--- config.mk ---
export PLATFORM = sky130hd
export DESIGN_NAME = ifm_window_addr_gen
export DESIGN_NICKNAME = d
export VERILOG_FILES = /design/src/rtl/ifm_window_addr_gen.sv
export SDC_FILE = /design/constraint.sdc
export NUM_CORES = 1
export LEC_CHECK = 0
export ABC_CLOCK_PERIOD_IN_PS = 38800
export CORE_AREA = 5 5 222 224
export CTS_CLUSTER_SIZE = 14
export DETAILED_ROUTE_END_ITERATION = 7
export DIE_AREA = 0 0 227 229
export PLACE_DENSITY = 0.69
export SLEW_MARGIN = 20
export SYNTH_ARGS = -nofsm -noshare
export SYNTH_HDL_FRONTEND = slang
export SYNTH_SLANG_ARGS = --single-unit
export TNS_END_PERCENT = 100
--- constraint.sdc ---
create_clock -name clock -period 38.8 [get_ports clock]
set_input_delay 5.82 -clock clock [delete_from_list [all_inputs] [get_ports clock]]
set_output_delay 5.82 -clock clock [all_outputs]
set_load 0.1 [all_outputs]
--- src/rtl/ifm_window_addr_gen.sv ---
// Convolution window address generator: walks a tile's output windows in raster order, LANES per beat.
// Optional cfg_err output is built when IFM_WINDOW_ADDR_GEN_CFG_CHK_EN is defined.
module ifm_window_addr_gen #(
  parameter int LANES  = 8,
  parameter int ADDR_W = 10,
  parameter int DIM_W  = 6
) (
  input  logic                      clock,
  input  logic                      rst,
  input  logic                      tile_start,
  input  logic [DIM_W-1:0]          tile_length,
  input  logic [DIM_W-1:0]          tile_height,
  input  logic [2:0]                stride,
  input  logic [2:0]                ksize,
  input  logic [ADDR_W-1:0]         tile_base,
  output logic [LANES*ADDR_W-1:0]   base_address,
  output logic [LANES-1:0]          lane_valid,
  output logic                      out_valid,
  input  logic                      out_ready,
  output logic                      out_last,
  output logic                      busy,
`ifdef IFM_WINDOW_ADDR_GEN_CFG_CHK_EN
  output logic                      cfg_err,
`endif
  output logic                      tile_done
);

  localparam int COL_W  = DIM_W + 1;
  localparam int TOT_W  = 2 * COL_W;
  localparam int PROD_W = DIM_W + 3;

  typedef enum logic [1:0] {S_IDLE, S_SETUP, S_RUN, S_DONE} state_t;

  state_t                     r_state;
  logic [DIM_W-1:0]           r_len;
  logic [DIM_W-1:0]           r_hgt;
  logic [2:0]                 r_stride;
  logic [2:0]                 r_ksize;
  logic [ADDR_W-1:0]          r_base;
  logic [ADDR_W-1:0]          r_nx_addr;
  logic [ADDR_W-1:0]          r_nx_rowb;
  logic [COL_W-1:0]           r_nx_col;
  logic [TOT_W-1:0]           r_nx_rem;
  logic [LANES*ADDR_W-1:0]    r_base_address;
  logic [LANES-1:0]           r_lane_valid;
  logic                       r_out_valid;
  logic                       r_out_last;
  logic                       r_busy;
  logic                       r_tile_done;

  logic [COL_W-1:0]           w_len_x;
  logic [COL_W-1:0]           w_hgt_x;
  logic [COL_W-1:0]           w_k_x;
  logic [COL_W-1:0]           w_s_x;
  logic [COL_W-1:0]           w_out_w;
  logic [COL_W-1:0]           w_out_h;
  logic [TOT_W-1:0]           w_total;
  logic [PROD_W-1:0]          w_prod;
  logic [ADDR_W-1:0]          w_row_step;
  logic [ADDR_W-1:0]          w_stride_a;
  logic                       w_in_setup;
  logic [ADDR_W-1:0]          w_seed_addr;
  logic [ADDR_W-1:0]          w_seed_rowb;
  logic [COL_W-1:0]           w_seed_col;
  logic [TOT_W-1:0]           w_seed_rem;
  logic [LANES*ADDR_W-1:0]    w_beat_addr;
  logic [LANES-1:0]           w_beat_vld;
  logic                       w_beat_last;
  logic [ADDR_W-1:0]          w_end_addr;
  logic [ADDR_W-1:0]          w_end_rowb;
  logic [COL_W-1:0]           w_end_col;
  logic                       w_load;

  // Output geometry comes from the latched configuration, which is frozen outside IDLE.
  assign w_len_x    = COL_W'(r_len);
  assign w_hgt_x    = COL_W'(r_hgt);
  assign w_k_x      = COL_W'(r_ksize);
  assign w_s_x      = COL_W'(r_stride);
  assign w_out_w    = (r_stride == 3'd0 || w_len_x < w_k_x) ? '0 : (w_len_x - w_k_x) / w_s_x + COL_W'(1);
  assign w_out_h    = (r_stride == 3'd0 || w_hgt_x < w_k_x) ? '0 : (w_hgt_x - w_k_x) / w_s_x + COL_W'(1);
  assign w_total    = TOT_W'(w_out_w) * TOT_W'(w_out_h);
  assign w_prod     = PROD_W'(r_len) * PROD_W'(r_stride);
  assign w_row_step = ADDR_W'(w_prod);
  assign w_stride_a = ADDR_W'(r_stride);

  // The first beat is seeded from the tile origin; later beats continue from the saved walker.
  assign w_in_setup  = (r_state == S_SETUP);
  assign w_seed_addr = w_in_setup ? r_base  : r_nx_addr;
  assign w_seed_rowb = w_in_setup ? r_base  : r_nx_rowb;
  assign w_seed_col  = w_in_setup ? '0      : r_nx_col;
  assign w_seed_rem  = w_in_setup ? w_total : r_nx_rem;
  assign w_beat_last = (w_seed_rem <= TOT_W'(LANES));

  always_comb begin
    logic [ADDR_W-1:0] v_addr;
    logic [ADDR_W-1:0] v_rowb;
    logic [COL_W-1:0]  v_col;
    v_addr      = w_seed_addr;
    v_rowb      = w_seed_rowb;
    v_col       = w_seed_col;
    w_beat_addr = '0;
    w_beat_vld  = '0;
    for (int i = 0; i < LANES; i++) begin
      if (w_seed_rem > TOT_W'(i)) begin
        w_beat_vld[i]                  = 1'b1;
        w_beat_addr[i*ADDR_W +: ADDR_W] = v_addr;
      end
      if (v_col + COL_W'(1) == w_out_w) begin
        v_col  = '0;
        v_rowb = v_rowb + w_row_step;
        v_addr = v_rowb;
      end else begin
        v_col  = v_col + COL_W'(1);
        v_addr = v_addr + w_stride_a;
      end
    end
    w_end_addr = v_addr;
    w_end_rowb = v_rowb;
    w_end_col  = v_col;
  end

  assign w_load = (w_in_setup && w_total != '0) ||
                  (r_state == S_RUN && r_out_valid && out_ready && !r_out_last);

  always_ff @(posedge clock or posedge rst) begin
    if (rst) begin
      r_state        <= S_IDLE;
      r_len          <= '0;
      r_hgt          <= '0;
      r_stride       <= '0;
      r_ksize        <= '0;
      r_base         <= '0;
      r_nx_addr      <= '0;
      r_nx_rowb      <= '0;
      r_nx_col       <= '0;
      r_nx_rem       <= '0;
      r_base_address <= '0;
      r_lane_valid   <= '0;
      r_out_valid    <= 1'b0;
      r_out_last     <= 1'b0;
      r_busy         <= 1'b0;
      r_tile_done    <= 1'b0;
    end else begin
      case (r_state)
        S_IDLE: begin
          r_tile_done <= 1'b0;
          if (tile_start) begin
            r_len    <= tile_length;
            r_hgt    <= tile_height;
            r_stride <= stride;
            r_ksize  <= ksize;
            r_base   <= tile_base;
            r_busy   <= 1'b1;
            r_state  <= S_SETUP;
          end
        end
        S_SETUP: begin
          if (w_total == '0) begin
            r_tile_done <= 1'b1;
            r_state     <= S_DONE;
          end else begin
            r_state <= S_RUN;
          end
        end
        S_RUN: begin
          if (r_out_valid && out_ready && r_out_last) begin
            r_base_address <= '0;
            r_lane_valid   <= '0;
            r_out_valid    <= 1'b0;
            r_out_last     <= 1'b0;
            r_tile_done    <= 1'b1;
            r_state        <= S_DONE;
          end
        end
        default: begin
          r_tile_done <= 1'b0;
          r_busy      <= 1'b0;
          r_state     <= S_IDLE;
        end
      endcase
      // A beat is only replaced on acceptance, so a stalled beat holds its value.
      if (w_load) begin
        r_base_address <= w_beat_addr;
        r_lane_valid   <= w_beat_vld;
        r_out_last     <= w_beat_last;
        r_out_valid    <= 1'b1;
        r_nx_addr      <= w_end_addr;
        r_nx_rowb      <= w_end_rowb;
        r_nx_col       <= w_end_col;
        r_nx_rem       <= w_seed_rem - TOT_W'(LANES);
      end
    end
  end

  assign base_address = r_base_address;
  assign lane_valid   = r_lane_valid;
  assign out_valid    = r_out_valid;
  assign out_last     = r_out_last;
  assign busy         = r_busy;
  assign tile_done    = r_tile_done;

`ifdef IFM_WINDOW_ADDR_GEN_CFG_CHK_EN
  assign cfg_err = w_in_setup &&
                   (r_stride == 3'd0 || r_ksize == 3'd0 || w_k_x > w_len_x || w_k_x > w_hgt_x);
`endif

endmodule

# After elaboration in Yosys (flattened, before gate mapping)
# Index checks and enable logic that the tools add are counted.
dict set report totals {
  reg_bits 163
  out_inout_bits 92
  word_cells 161
}
dict set report op_classes {
  add_sub_neg 29
  n_mul 2
  div 2
  magnitude_cmp 11
  n_eq_ne 13
  n_mux 65
  bitwise 1
  n_reduce_logical 22
}
# operator count
set ops {}
lappend ops {{$mux W10} 26}
lappend ops {{$mux W80} 3}
lappend ops {{$add A10 B3 Y10} 8}
lappend ops {{$add A10 B9 Y10} 8}
lappend ops {{$mux W7} 11}
lappend ops {{$add A7 B1 Y7 const B} 10}
lappend ops {{$eq A7 B7 Y1} 8}
lappend ops {{$gt A14 B3 Y1 const B} 4}
lappend ops {{$gt A14 B1 Y1 const B} 2}
lappend ops {{$gt A14 B2 Y1 const B} 2}
lappend ops {{$mux W8} 3}
lappend ops {{$mux W1} 16}
lappend ops {{$div A7 B3 Y7} 2}
lappend ops {{$le A14 B4 Y1 const B} 1}
lappend ops {{$logic_not A14 Y1} 1}
lappend ops {{$mul A7 B7 Y14} 1}
lappend ops {{$mux W14} 1}
lappend ops {{$reduce_bool A14 Y1} 1}
lappend ops {{$sub A14 B4 Y14 const B} 1}
lappend ops {{$sub A6 B3 Y7} 2}
lappend ops {{$lt A6 B3 Y1} 2}
lappend ops {{$reduce_and A2 Y1} 5}
lappend ops {{$mul A6 B3 Y9} 1}
lappend ops {{$logic_and A1 B1 Y1} 6}
lappend ops {{other kinds (14)} 20}

# Longest topological paths before layout
# Gate-level depths: netlist (run 1).
dict set report depth {
  ltp_word 27
  ltp_mapped 163
}

# Worst setup path before layout (run 1)
# Ideal clock, no wire load.
dict set report synth_path {
  path_type {reg2reg}
  from {register r_len[2]}
  to {register r_nx_addr[9]}
  setup_ns 0.124
  arrival_time_ns 29.730
  required_ns 38.676
  setup_slack_ns 8.946
  path_stages_with_launch 158
  path_buffers 26
  period_less_slack_ns 29.854
  cell_sequence {dfrtp_1 -> ha_1 -> or4_4 -> a21oi_1 -> ha_1 -> a22oi_1 -> a21oi_1 -> ha_1 -> o21a_1 -> or4_1 -> o21ai_0 -> ha_1 -> a21oi_2 -> o31ai_1 -> o311ai_0 -> o21a_1 -> clkinv_1 -> ha_1 -> [... 122 more ...] -> a2111oi_2 -> nand2_1 -> buf_2 -> buf_2 -> a31oi_1 -> ha_1 -> a21o_1 -> a21o_1 -> a21oi_1 -> nor2_1 -> nor2_1 -> o21bai_1 -> a21oi_1 -> o21bai_1 -> a21oi_1 -> xnor2_1 -> o31ai_1 -> o21bai_1}
}
dict set report synth_between {
  elab_chain_len 27
}
# element line
set synth_lines {}
lappend synth_lines {{start, declared} 35} ;# logic [DIM_W-1:0] r_len;
lappend synth_lines {{start signal, assigned} 148} ;# r_len <= tile_length;
lappend synth_lines {{$sub A6 B3 Y7} 79} ;# assign w_out_w = (r_stride == 3'd0 || w_len_x < w_k_x) ? '0 : (w_len_x - w_k_x) / w_s_x + COL_W'(1);
lappend synth_lines {{$div A7 B3 Y7} 79}
lappend synth_lines {{$add A7 B1 Y7} 79}
lappend synth_lines {{$mux W7} 79}
lappend synth_lines {{$eq A7 B7 Y1} 108} ;# if (v_col + COL_W'(1) == w_out_w) begin
lappend synth_lines {{$mux W7} 108}
lappend synth_lines {{$add A7 B1 Y7} {108, 113}}
lappend synth_lines {{$eq A7 B7 Y1} 108}
lappend synth_lines {{[... 11 more ...]} n/a}
lappend synth_lines {{$eq A7 B7 Y1} 108}
lappend synth_lines {{$mux W7} 108}
lappend synth_lines {{$add A7 B1 Y7} {108, 113}}
lappend synth_lines {{$eq A7 B7 Y1} 108}
lappend synth_lines {{$mux W7} 108}
lappend synth_lines {{$add A7 B1 Y7} 108}
lappend synth_lines {{$eq A7 B7 Y1} 108}
lappend synth_lines {{$mux W10} 108}
lappend synth_lines {{end signal, assigned} 187} ;# r_nx_addr <= w_end_addr;
lappend synth_lines {{end, declared} 40} ;# logic [ADDR_W-1:0] r_nx_addr;
# Parallel ways exist; a longest one is shown, timed or not.
# A chain may end at the register's enable or synchronous reset.

# Worst setup path in the final report (run 1)
dict set report layout_path {
  from {register r_len[2]}
  to {register r_nx_rowb[9]}
}
dict set report layout_between {
  elab_chain_len 27
}
# element line
set layout_lines {}
lappend layout_lines {{$sub A6 B3 Y7} 79}
lappend layout_lines {{$div A7 B3 Y7} 79}
lappend layout_lines {{$add A7 B1 Y7} 79}
lappend layout_lines {{$mux W7} 79}
lappend layout_lines {{$eq A7 B7 Y1} 108}
lappend layout_lines {{$mux W7} 108}
lappend layout_lines {{$add A7 B1 Y7} {108, 113}}
lappend layout_lines {{$eq A7 B7 Y1} 108}
lappend layout_lines {{[... 11 more ...]} n/a}
lappend layout_lines {{$eq A7 B7 Y1} 108}
lappend layout_lines {{$mux W7} 108}
lappend layout_lines {{$add A7 B1 Y7} {108, 113}}
lappend layout_lines {{$eq A7 B7 Y1} 108}
lappend layout_lines {{$mux W7} 108}
lappend layout_lines {{$add A7 B1 Y7} 108}
lappend layout_lines {{$eq A7 B7 Y1} 108}
lappend layout_lines {{$mux W10} 108}
lappend layout_lines {{end signal, assigned} 188} ;# r_nx_rowb <= w_end_rowb;
lappend layout_lines {{end, declared} 41} ;# logic [ADDR_W-1:0] r_nx_rowb;
# Parallel ways exist; a longest one is shown, timed or not.

==> qor.csv, run 1 <==
stage,metric,value,unit
floorplanning,I/O pin total,124,
critical_path,crit path DAT,35.59,ns
logic_synthesis,Synth Register Bits,163,
clock_network,worst skew pair latency,0.50,ns
route,via/cell ratio,6.12,
critical_path,Critical R2R Launch,r_len[2],
logic_synthesis,Synth Area in Simple Gates,21.0,%
floorplanning,Die ar.,0.0520,mm^2
clock_network,clk sinks,163,
timing,min cycle time layout,35.17,ns
critical_path,reg-to-reg setup timing slack,3.63,ns
status,status,"complete, no violations",
timing,f_max,28.4,MHz
timing,TNS Setup,0,ns
floorplanning,Rows,80,
grt,Global Route Usage Sum,27.9,%
route,drt pass-1 iters,5,
clock_network,CTS tree,done,
critical_path,Worst Path Max Fanout,39,
clock_network,Num CTS Buffers,17,
cells_and_area,# diodes,0,
logic_synthesis,Adder-Cell Fraction of Synth Area,16.3,%
logic_synthesis,post-synthesis compound-gate area fraction,23.3,%
floorplanning,Core Region,0.0471,mm^2
logic_synthesis,Synth Flop Type,dfrtp_1,
placed_design,post-DP HPWL,57.0,mm
route,Routed WL per cell,22.2,um
clock_network,Post-CTS Resized,0,
route,routed vias,20300,
grt,vias in the first global route,19900,
logic_synthesis,post-synthesis mux area share,4.91,%
timing,period utilization,90.7,%
clock_network,"CTS clk-pin slew, worst paths",0.09,ns
timing,clock skew,0.0174,ns
grt,largest net degree at the start of global routing,96,
critical_path,critical path's most frequent cell,ha_1,
logic_synthesis,warnings from Yosys,0,
logic_synthesis,Post-synth ARST share,100,%
logic_synthesis,Cells after Synth,2610,
critical_path,critical path capture point type,flip-flop,
route,final antenna-violating net count,0,
grt,initial antenna violation count,1,
grt,gr ovfl total,0,
timing,RSZ-0062 raised after global routing,false,
critical_path,CP max stage delay,0.68,ns
critical_path,CP startpoint,r_len[2],
logic_synthesis,post-synth net total,2886,
critical_path,"Slowest-stage cell, CP",or3_1,
cells_and_area,fillers,4505,
placed_design,Placer Congestion,1.04,
route,Iter 0 DRT Violations,1698,
grt,first-pass GRT wire length,114,mm
floorplanning,initial core utilization,44.4,%
clock_network,clk buf depth,2,
cells_and_area,share of cells above drive strength 1,7.77,%
logic_synthesis,Mapped Area,0.0209,mm^2
clock_network,H-Tree Depth,4,
critical_path,critical path launch point type,flip-flop,
logic_synthesis,main combinational cell family by area after synthesis,compound AO/OA/AOI/OAI gates,
job,Max Cap Viol,0,
logic_synthesis,sequential element share of the synthesized area,19.5,%
floorplanning,Die Wd,227,um
logic_synthesis,Mean Syn Cell Area,8.02,um^2
cells_and_area,layout net count,2967,
clock_network,Post-CTS Repair Setup Buffers,0,
clock_network,cts hold-fix bufs,0,
timing,Tightest Pin Transition,1.12,ns
logic_synthesis,post-synthesis xor/xnor area fraction,10.4,%
timing,Slew HR,24.7,%
cells_and_area,"commonest non-fill, non-tap cell in the layout",nand2_1,
clock_network,clk root buf,clkbuf_16,
critical_path,path depth of the worst reg2reg path,124,
floorplanning,die height,229,um
logic_synthesis,Netlist cell types,119,
cells_and_area,most frequent cells in the layout,"nand2_1, nor2_1, a21oi_1",
cells_and_area,Area Overhead vs Synth,11.9,%
critical_path,worst reg2reg endpoint,r_nx_rowb[9],
timing,Hold Fails Final Rpt,0,
route,Detailed Route WL,73.6,mm
placed_design,number of port buffers,123,
min_path,Worst Hold Class,flip-flop to flip-flop,
critical_path,CP required,39.22,ns
logic_synthesis,Post-synth EDFFs,0,
timing,"Setup violations, final",0,
critical_path,Critical Path End,r_nx_rowb[9],
route,DRC Markers,0,
timing,"Slew Viols, Final",0,
critical_path,CP Class,flip-flop to flip-flop,
[metrics by stage]
stage	setup slack [ns]	cells	cell area, um^2	utilization [%]	hold slack [ns]
2_1_floorplan	8.95	2610	20900	-	0.439
3_3_place_gp	5.61	3286	22800	48.4	0.456
3_5_place_dp	4.30	3286	22800	48.4	0.456
4_1_cts	4.17	3318	23400	49.7	0.472
5_1_grt	0.856	3319	23400	49.7	0.508
6_report	3.63	3319	23400	49.7	0.467
[synthesized netlist by cell type, types with 12 or more instances]
cell | n | area (um^2)
a31oi_1 | 38 | 238
xor2_1 | 81 | 709
a211oi_1 | 17 | 128
a22o_1 | 42 | 368
nor3_1 | 56 | 280
a21o_1 | 56 | 420
or2_2 | 16 | 100
o211ai_1 | 20 | 150
mux2_2 | 51 | 574
clkbuf_1 | 54 | 203
dfrtp_1 | 163 | 4080
ha_1 | 197 | 2460
o21ai_0 | 117 | 586
and3_1 | 18 | 113
or3_1 | 22 | 138
nand2_1 | 328 | 1230
nand4_1 | 20 | 125
mux2i_1 | 37 | 370
fa_1 | 47 | 941
and2_1 | 28 | 175
buf_1 | 12 | 45.0
o31ai_1 | 14 | 105
inv_1 | 146 | 548
nand2b_1 | 24 | 150
o21a_1 | 23 | 173
nor2_1 | 221 | 830
nor2b_1 | 24 | 150
nand3_1 | 58 | 290
buf_2 | 27 | 135
xnor2_1 | 137 | 1200
nor4_1 | 18 | 113
a21oi_1 | 199 | 996
o21bai_1 | 49 | 368
[worst max-delay path: cells and delay by family, from the launching register on]
family / cells / cell delay (ns)
xor gates and xnor gates: 4 / 1.14
DFF: 1 / 0.43
muxes: 5 / 1.54
buffers and inverters: 5 / 0.95
adders and majority gates: 16 / 5.42
AOI/OAI and AO/OA: 52 / 13.47
and+or+nand+nor: 42 / 12.07
[area by class of cell]
class	instances	area, um^2	area share (%)
clock inverters	14	149	0.636
well taps	615	769	3.28
inverters	149	564	2.41
flip-flops and latches	163	4080	17.4
repair buffers	160	1520	6.47
multi-input cells	2200	15900	68.0
clock buffers	18	429	1.83
[layer usage]
layer  track usage [%]  vias up  wire [um]
li1                  -     9519          -
met1              37.4     9807      31800
met2              44.4      792      33400
met3              4.66      186       4980
met4              12.2        0       3420
met5                 0        -          0
[registers in the layout, indices dropped and copies added, names as in the netlist, 7 cells and up]
register / flops
base_address: 80
r_nx_rem: 14
r_base: 10
r_nx_addr: 10
r_nx_rowb: 10
lane_valid: 8
r_nx_col: 7
[worst min-delay path by stage]
stage / from / to / slack, ns / cells after the start
global placement: r_nx_rem[3] / r_nx_rem[3] / 0.46 / 2
floorplan: r_nx_rem[3] / r_nx_rem[3] / 0.44 / 2
CTS: r_nx_rem[3] / r_nx_rem[3] / 0.47 / 2
finish: r_nx_rem[3] / r_nx_rem[3] / 0.47 / 2
global route: base_address[68] / base_address[68] / 0.51 / 2
detailed placement: r_nx_rem[3] / r_nx_rem[3] / 0.46 / 2
[cells by family (layout without fill, tap and decap cells)]
| family | Yosys count | in the layout |
|---|---|---|
| and+or+nand+nor | 912 | 912 |
| AOI/OAI and AO/OA | 719 | 719 |
| buffers and inverters | 247 | 341 |
| adders and majority gates | 244 | 244 |
| xor gates and xnor gates | 231 | 231 |
| DFF | 163 | 163 |
| muxes | 94 | 94 |
Power of run 1 is not shown: default switching activity piles up to over one toggle a cycle in this logic, so the estimate is an artifact.
==> run 2: changes to the inputs <==
--- a/config.mk
+++ b/config.mk
@@ -10,7 +10,6 @@
 export CTS_CLUSTER_SIZE = 14
 export DETAILED_ROUTE_END_ITERATION = 7
 export DIE_AREA = 0 0 227 229
-export PLACE_DENSITY = 0.69
 export SLEW_MARGIN = 20
 export SYNTH_ARGS = -nofsm -noshare
 export SYNTH_HDL_FRONTEND = slang
==> run 2 against run 1 <==
  * Count of clock-buffer cells in the layout rose by 1
  * Sequential share of layout area barely moved
  * Hold slack improved by 0.014 ns
  * Register-to-register slack improved by 0.52 ns
  * Die area did not move
  * Final area fell by 0.19%
  * Highest routed layer unchanged
==> qor.csv, run 2 (synthesis results as in run 1) <==
stage,metric,value,unit,change
floorplanning,die height,229,um,unchanged
route,DRC Markers,0,,unchanged
timing,Setup WS post-layout,4.15,ns,was 3.63 ns
route,Iter 0 DRT Violations,1847,,was 1698
grt,initial antenna violation count,1,,unchanged
route,drt pass-1 iters,6,,was 5
timing,min cycle time layout,34.65,ns,was 35.17 ns
cells_and_area,max FFs per register,80,,unchanged
critical_path,Worst Path Max Fanout,39,,unchanged
route,routed vias,20200,,was 20300
critical_path,critical path capture point type,flip-flop,,unchanged
clock_network,H-Tree Depth,4,,unchanged
critical_path,"Buf+Inv Stages, Crit Path",6,,was 5
clock_network,clk sinks,163,,unchanged
placed_design,DP Worst Slack,4.78,ns,was 4.30 ns
job,Max Cap Viol,0,,unchanged
route,final antenna-violating net count,0,,unchanged
timing,RSZ-0062 raised after global routing,false,,unchanged
critical_path,Worst path top cell family by delay,compound AO/OA/AOI/OAI gates,,unchanged
route,Routed WL per cell,22.8,um,was 22.2 um
clock_network,worst skew pair latency,0.50,ns,about the same
critical_path,critical path launch point type,flip-flop,,unchanged
grt,Global Route Usage Sum,28.6,%,was 27.9%
cells_and_area,"commonest non-fill, non-tap cell in the layout",nand2_1,,unchanged
placed_design,number of port buffers,123,,unchanged
cells_and_area,# diodes,0,,unchanged
timing,Slew HR,29.5,%,was 24.7%
timing,"Slew Viols, Final",0,,unchanged
floorplanning,initial core utilization,44.4,%,unchanged
min_path,Worst Hold Class,flip-flop to flip-flop,,unchanged
critical_path,CP max stage delay,0.67,ns,was 0.68 ns
timing,TNS Setup,0,ns,unchanged
grt,first-pass GRT wire length,116,mm,was 114 mm
timing,f_max,28.9,MHz,was 28.4 MHz
grt,largest net degree at the start of global routing,102,,was 96
floorplanning,I/O pin total,124,,unchanged
critical_path,CP required,39.22,ns,about the same
floorplanning,Die ar.,0.0520,mm^2,unchanged
clock_network,"CTS clk-pin slew, worst paths",0.08,ns,was 0.09 ns
timing,Hold Fails Final Rpt,0,,unchanged
grt,vias in the first global route,19700,,was 19900
clock_network,cts hold-fix bufs,0,,unchanged
clock_network,Post-CTS Repair Setup Buffers,0,,unchanged
route,Detailed Route WL,75.5,mm,was 73.6 mm
timing,clock skew,0.0192,ns,was 0.0174 ns
clock_network,clk root buf,clkbuf_16,,unchanged
clock_network,CTS tree,done,,unchanged
floorplanning,Rows,80,,unchanged
cells_and_area,Area Overhead vs Synth,11.7,%,was 11.9%
critical_path,crit path DAT,35.07,ns,was 35.59 ns
floorplanning,Die Wd,227,um,unchanged
clock_network,Num CTS Buffers,17,,unchanged
cells_and_area,share of cells above drive strength 1,7.70,%,was 7.77%
critical_path,critical path's most frequent cell,ha_1,,unchanged
critical_path,CP Class,flip-flop to flip-flop,,unchanged
cells_and_area,layout net count,2966,,was 2967
placed_design,post-DP HPWL,58.8,mm,was 57.0 mm
timing,Hold Slack,0.481,ns,was 0.467 ns
clock_network,Post-CTS Resized,0,,unchanged
placed_design,Placer Congestion,0.960,,was 1.04
cells_and_area,most frequent cells in the layout,"nand2_1, nor2_1, a21oi_1",,unchanged
status,status,"complete, no violations",,unchanged
clock_network,clk buf depth,2,,unchanged
critical_path,"Slowest-stage cell, CP",or3_1,,unchanged
grt,gr ovfl total,0,,unchanged
route,via/cell ratio,6.09,,was 6.12
timing,period utilization,89.3,%,was 90.7%
floorplanning,Core Region,0.0471,mm^2,unchanged
timing,Tightest Pin Transition,1.06,ns,was 1.12 ns
timing,"Setup violations, final",0,,unchanged
-- run 2: cell count changes in the layout (fill, tap and decap cells not counted), sizes merged --
cell | previous run | this run
clkinv | 8 | 5
clkbuf | 18 | 19
inv | 153 | 154
clkinvlp | 1 | 3
bufinv | 1 | 0
buf | 37 | 36
-- run 2: through the flow --
stage / instance area (um^2) / util, % / instances
after floorplan: 20900 / - / 2610
after global placement: 22800 / 48.4 / 3286
after detailed placement: 22800 / 48.4 / 3286
after CTS: 23400 / 49.6 / 3318
after global routing: 23400 / 49.6 / 3318
final: 23400 / 49.6 / 3318
-- run 2: tightest hold or removal path, delay by kind of cell (launching register included) --
kind | cells | cell delay, ns
and+or+nand+nor | 2 | 0.10
DFF | 1 | 0.35
-- run 2: worst paths after layout --
kind,slack (ns),from,cells after the start,to
max reg2reg,4.15,r_len[2],125,r_nx_rowb[9]
min reg2reg,0.48,lane_valid[6],2,lane_valid[6]
min in group asynchronous,5.82,rst,2,r_nx_rem[9]
max,4.15,r_len[2],125,r_nx_rowb[9]
max in group asynchronous,31.65,rst,3,base_address[25]
min,0.48,lane_valid[6],2,lane_valid[6]
-- run 2: routing by layer --
metal / part of all wire [%] / GRT usage [%] / vias up
li1: - / - / 9531
met1: 45 / 40.1 / 9792
met2: 45 / 44.9 / 714
met3: 6.2 / 3.85 / 158
met4: 4.1 / 11.3 / 0
met5: 0 / 0 / -
-- run 2: area by class of cell --
type	count	area (um^2)
inverters	149	567
multi-input cells	2200	15900
well taps	615	769
flip-flops and latches	163	4080
fillers	4591	23800
clock buffers	19	433
clock inverters	13	114
repair buffers	159	1500
Power of run 2 is left out for the same reason.
==> run 3: changes to the inputs <==
--- a/config.mk
+++ b/config.mk
@@ -7,9 +7,11 @@
 export LEC_CHECK = 0
 export ABC_CLOCK_PERIOD_IN_PS = 38800
 export CORE_AREA = 5 5 222 224
+export CTS_BUF_LIST = sky130_fd_sc_hd__clkbuf_2
 export CTS_CLUSTER_SIZE = 14
 export DETAILED_ROUTE_END_ITERATION = 7
 export DIE_AREA = 0 0 227 229
+export SKIP_LAST_GASP = 1
 export SLEW_MARGIN = 20
 export SYNTH_ARGS = -nofsm -noshare
 export SYNTH_HDL_FRONTEND = slang
==> run 3 against run 2 <==
  * Hold slack improved by 0.031 ns
  * Register-to-register slack got worse by 0.12 ns
  * Utilization decreased by 0.71 points
  * Worst setup slack got worse by 0.12 ns
  * Final area decreased by 1.4%
  * Count of clock-buffer cells in the layout unchanged
  * Cell count about the same
  * Die area unchanged
  * Routed wire length decreased by 0.34%
  * Via count about the same
  * Critical path type unchanged
==> qor.csv, run 3 (synthesis results as in run 1) <==
stage,metric,value,unit,change
critical_path,Worst Path Max Fanout,39,,unchanged
cells_and_area,area of the multi-input gates,0.0159,mm^2,unchanged
critical_path,critical path's most frequent cell,ha_1,,unchanged
route,routed vias,20200,,about the same
critical_path,critical path launch point type,flip-flop,,unchanged
status,status,"complete, no violations",,unchanged
route,Routed WL per cell,22.7,um,was 22.8 um
route,via/cell ratio,6.09,,about the same
cells_and_area,share of cells above drive strength 1,7.77,%,was 7.70%
timing,min cycle time layout,34.77,ns,was 34.65 ns
route,Iter 0 DRT Violations,1966,,was 1847
route,Detailed Route WL,75.2,mm,was 75.5 mm
timing,"Slew Viols, Final",0,,unchanged
clock_network,Post-CTS Repair Setup Buffers,0,,unchanged
floorplanning,Core Region,0.0471,mm^2,unchanged
floorplanning,I/O pin total,124,,unchanged
floorplanning,Rows,80,,unchanged
cells_and_area,fin cells,3319,,was 3318
clock_network,clk root buf,clkbuf_2,,was clkbuf_16
timing,Tightest Pin Transition,1.09,ns,was 1.06 ns
cells_and_area,layout net count,2966,,unchanged
clock_network,clk buf depth,2,,unchanged
cells_and_area,Area Overhead vs Synth,10.1,%,was 11.7%
floorplanning,Die Wd,227,um,unchanged
floorplanning,Die ar.,0.0520,mm^2,unchanged
grt,first-pass GRT wire length,115,mm,was 116 mm
grt,Global Route Usage Sum,28.6,%,about the same
critical_path,"Slowest-stage cell, CP",or3_1,,unchanged
grt,grt met3 use,4.16,%,was 3.85%
route,DRC Markers,0,,unchanged
timing,TNS Setup,0,ns,unchanged
grt,gr ovfl total,0,,unchanged
clock_network,clk sinks,163,,unchanged
placed_design,Placer Congestion,0.960,,unchanged
grt,met2 Track Usage GR,44.6,%,was 44.9%
timing,Slew HR,27.5,%,was 29.5%
timing,"Setup violations, final",0,,unchanged
grt,grt met1 use,39.9,%,was 40.1%
critical_path,critical path capture point type,flip-flop,,unchanged
timing,Hold Fails Final Rpt,0,,unchanged
grt,Most Crowded Layer GR,met2,,unchanged
clock_network,Post-CTS Resized,0,,unchanged
critical_path,CP required,39.78,ns,was 39.22 ns
placed_design,Cells after DPL,3286,,unchanged
clock_network,worst skew pair latency,1.06,ns,was 0.50 ns
timing,period utilization,89.6,%,was 89.3%
cells_and_area,fillers,4622,,was 4591
timing,f_max,28.8,MHz,was 28.9 MHz
min_path,Worst Hold Class,flip-flop to flip-flop,,unchanged
route,final antenna-violating net count,0,,unchanged
grt,initial antenna violation count,2,,was 1
route,drt pass-1 iters,5,,was 6
critical_path,CP Class,flip-flop to flip-flop,,unchanged
grt,largest net degree at the start of global routing,102,,unchanged
critical_path,CP max stage delay,0.67,ns,about the same
clock_network,cts hold-fix bufs,0,,unchanged
placed_design,number of port buffers,123,,unchanged
timing,RSZ-0062 raised after global routing,false,,unchanged
cells_and_area,most frequent cells in the layout,"nand2_1, nor2_1, a21oi_1",,unchanged
floorplanning,die height,229,um,unchanged
cells_and_area,max FFs per register,80,,unchanged
placed_design,post-DP HPWL,58.8,mm,unchanged
job,Max Cap Viol,0,,unchanged
clock_network,"CTS clk-pin slew, worst paths",0.32,ns,was 0.08 ns
cells_and_area,"commonest non-fill, non-tap cell in the layout",nand2_1,,unchanged
cells_and_area,register area,0.00408,mm^2,unchanged
critical_path,crit path DAT,35.76,ns,was 35.07 ns
timing,clock skew,0.0811,ns,was 0.0192 ns
floorplanning,initial core utilization,44.4,%,unchanged
grt,vias in the first global route,19600,,was 19700
clock_network,CTS tree,done,,unchanged
clock_network,H-Tree Depth,4,,unchanged
clock_network,Num CTS Buffers,17,,unchanged
==> run 3: changes by cell type in the layout (fill, tap and decap cells not counted) <==
cell	delta
clkbuf_1	-2
clkbuf_16	-17
clkbuf_2	+19
diode_2	+1
==> run 3: area by class of cell <==
cell class | count | share of cell area (%)
Clock inverter | 13 | 0.494
Antenna cell | 1 | 0.0109
Inverter | 149 | 2.46
Tap cell | 615 | 3.34
Sequential cell | 163 | 17.7
Timing Repair Buffer | 159 | 6.51
Clock buffer | 19 | 0.413
Multi-Input combinational cell | 2200 | 69.1
==> run 3: worst max-delay path: cells and delay by family (launching register included) <==
family / cells / cell delay (ns)
fa+ha+maj: 16 / 5.52
flops: 1 / 0.49
buf+inv: 6 / 1.28
xor+xnor: 4 / 1.12
mux: 5 / 1.55
simple gates: 43 / 11.58
compound gates: 52 / 13.07
==> run 3: stage by stage <==
step	instance area (um^2)	utilization, %	hold slack (ns)	worst slack (ns)
6_report	23000	48.9	0.512	4.03
5_1_grt	23000	48.9	0.544	0.963
4_1_cts	23000	48.9	0.518	4.61
3_5_place_dp	22800	48.4	0.462	4.78
3_3_place_gp	22800	48.4	0.459	5.78
2_1_floorplan	20900	-	0.439	8.95
==> run 3: final timing paths <==
path                             start                to  slack (ns)  depth (start not counted)
min in group asynchronous          rst      r_nx_addr[6]        5.25                          2
hold / removal             r_nx_rem[3]       r_nx_rem[3]        0.51                          2
hold reg to reg            r_nx_rem[3]       r_nx_rem[3]        0.51                          2
max in group asynchronous          rst  base_address[20]       32.19                          3
setup / recovery              r_len[2]      r_nx_rowb[9]        4.03                        126
setup reg to reg              r_len[2]      r_nx_rowb[9]        4.03                        126
==> run 3: per-layer routing <==
metal / vias to the layer above / share of wire (%) / routed length [um]
li1: 9521 / - / -
met1: 9799 / 45 / 33800
met2: 718 / 45 / 33700
met3: 166 / 6.0 / 4510
met4: 0 / 4.3 / 3250
met5: - / 0 / 0
Power of run 3 is left out for the same reason.
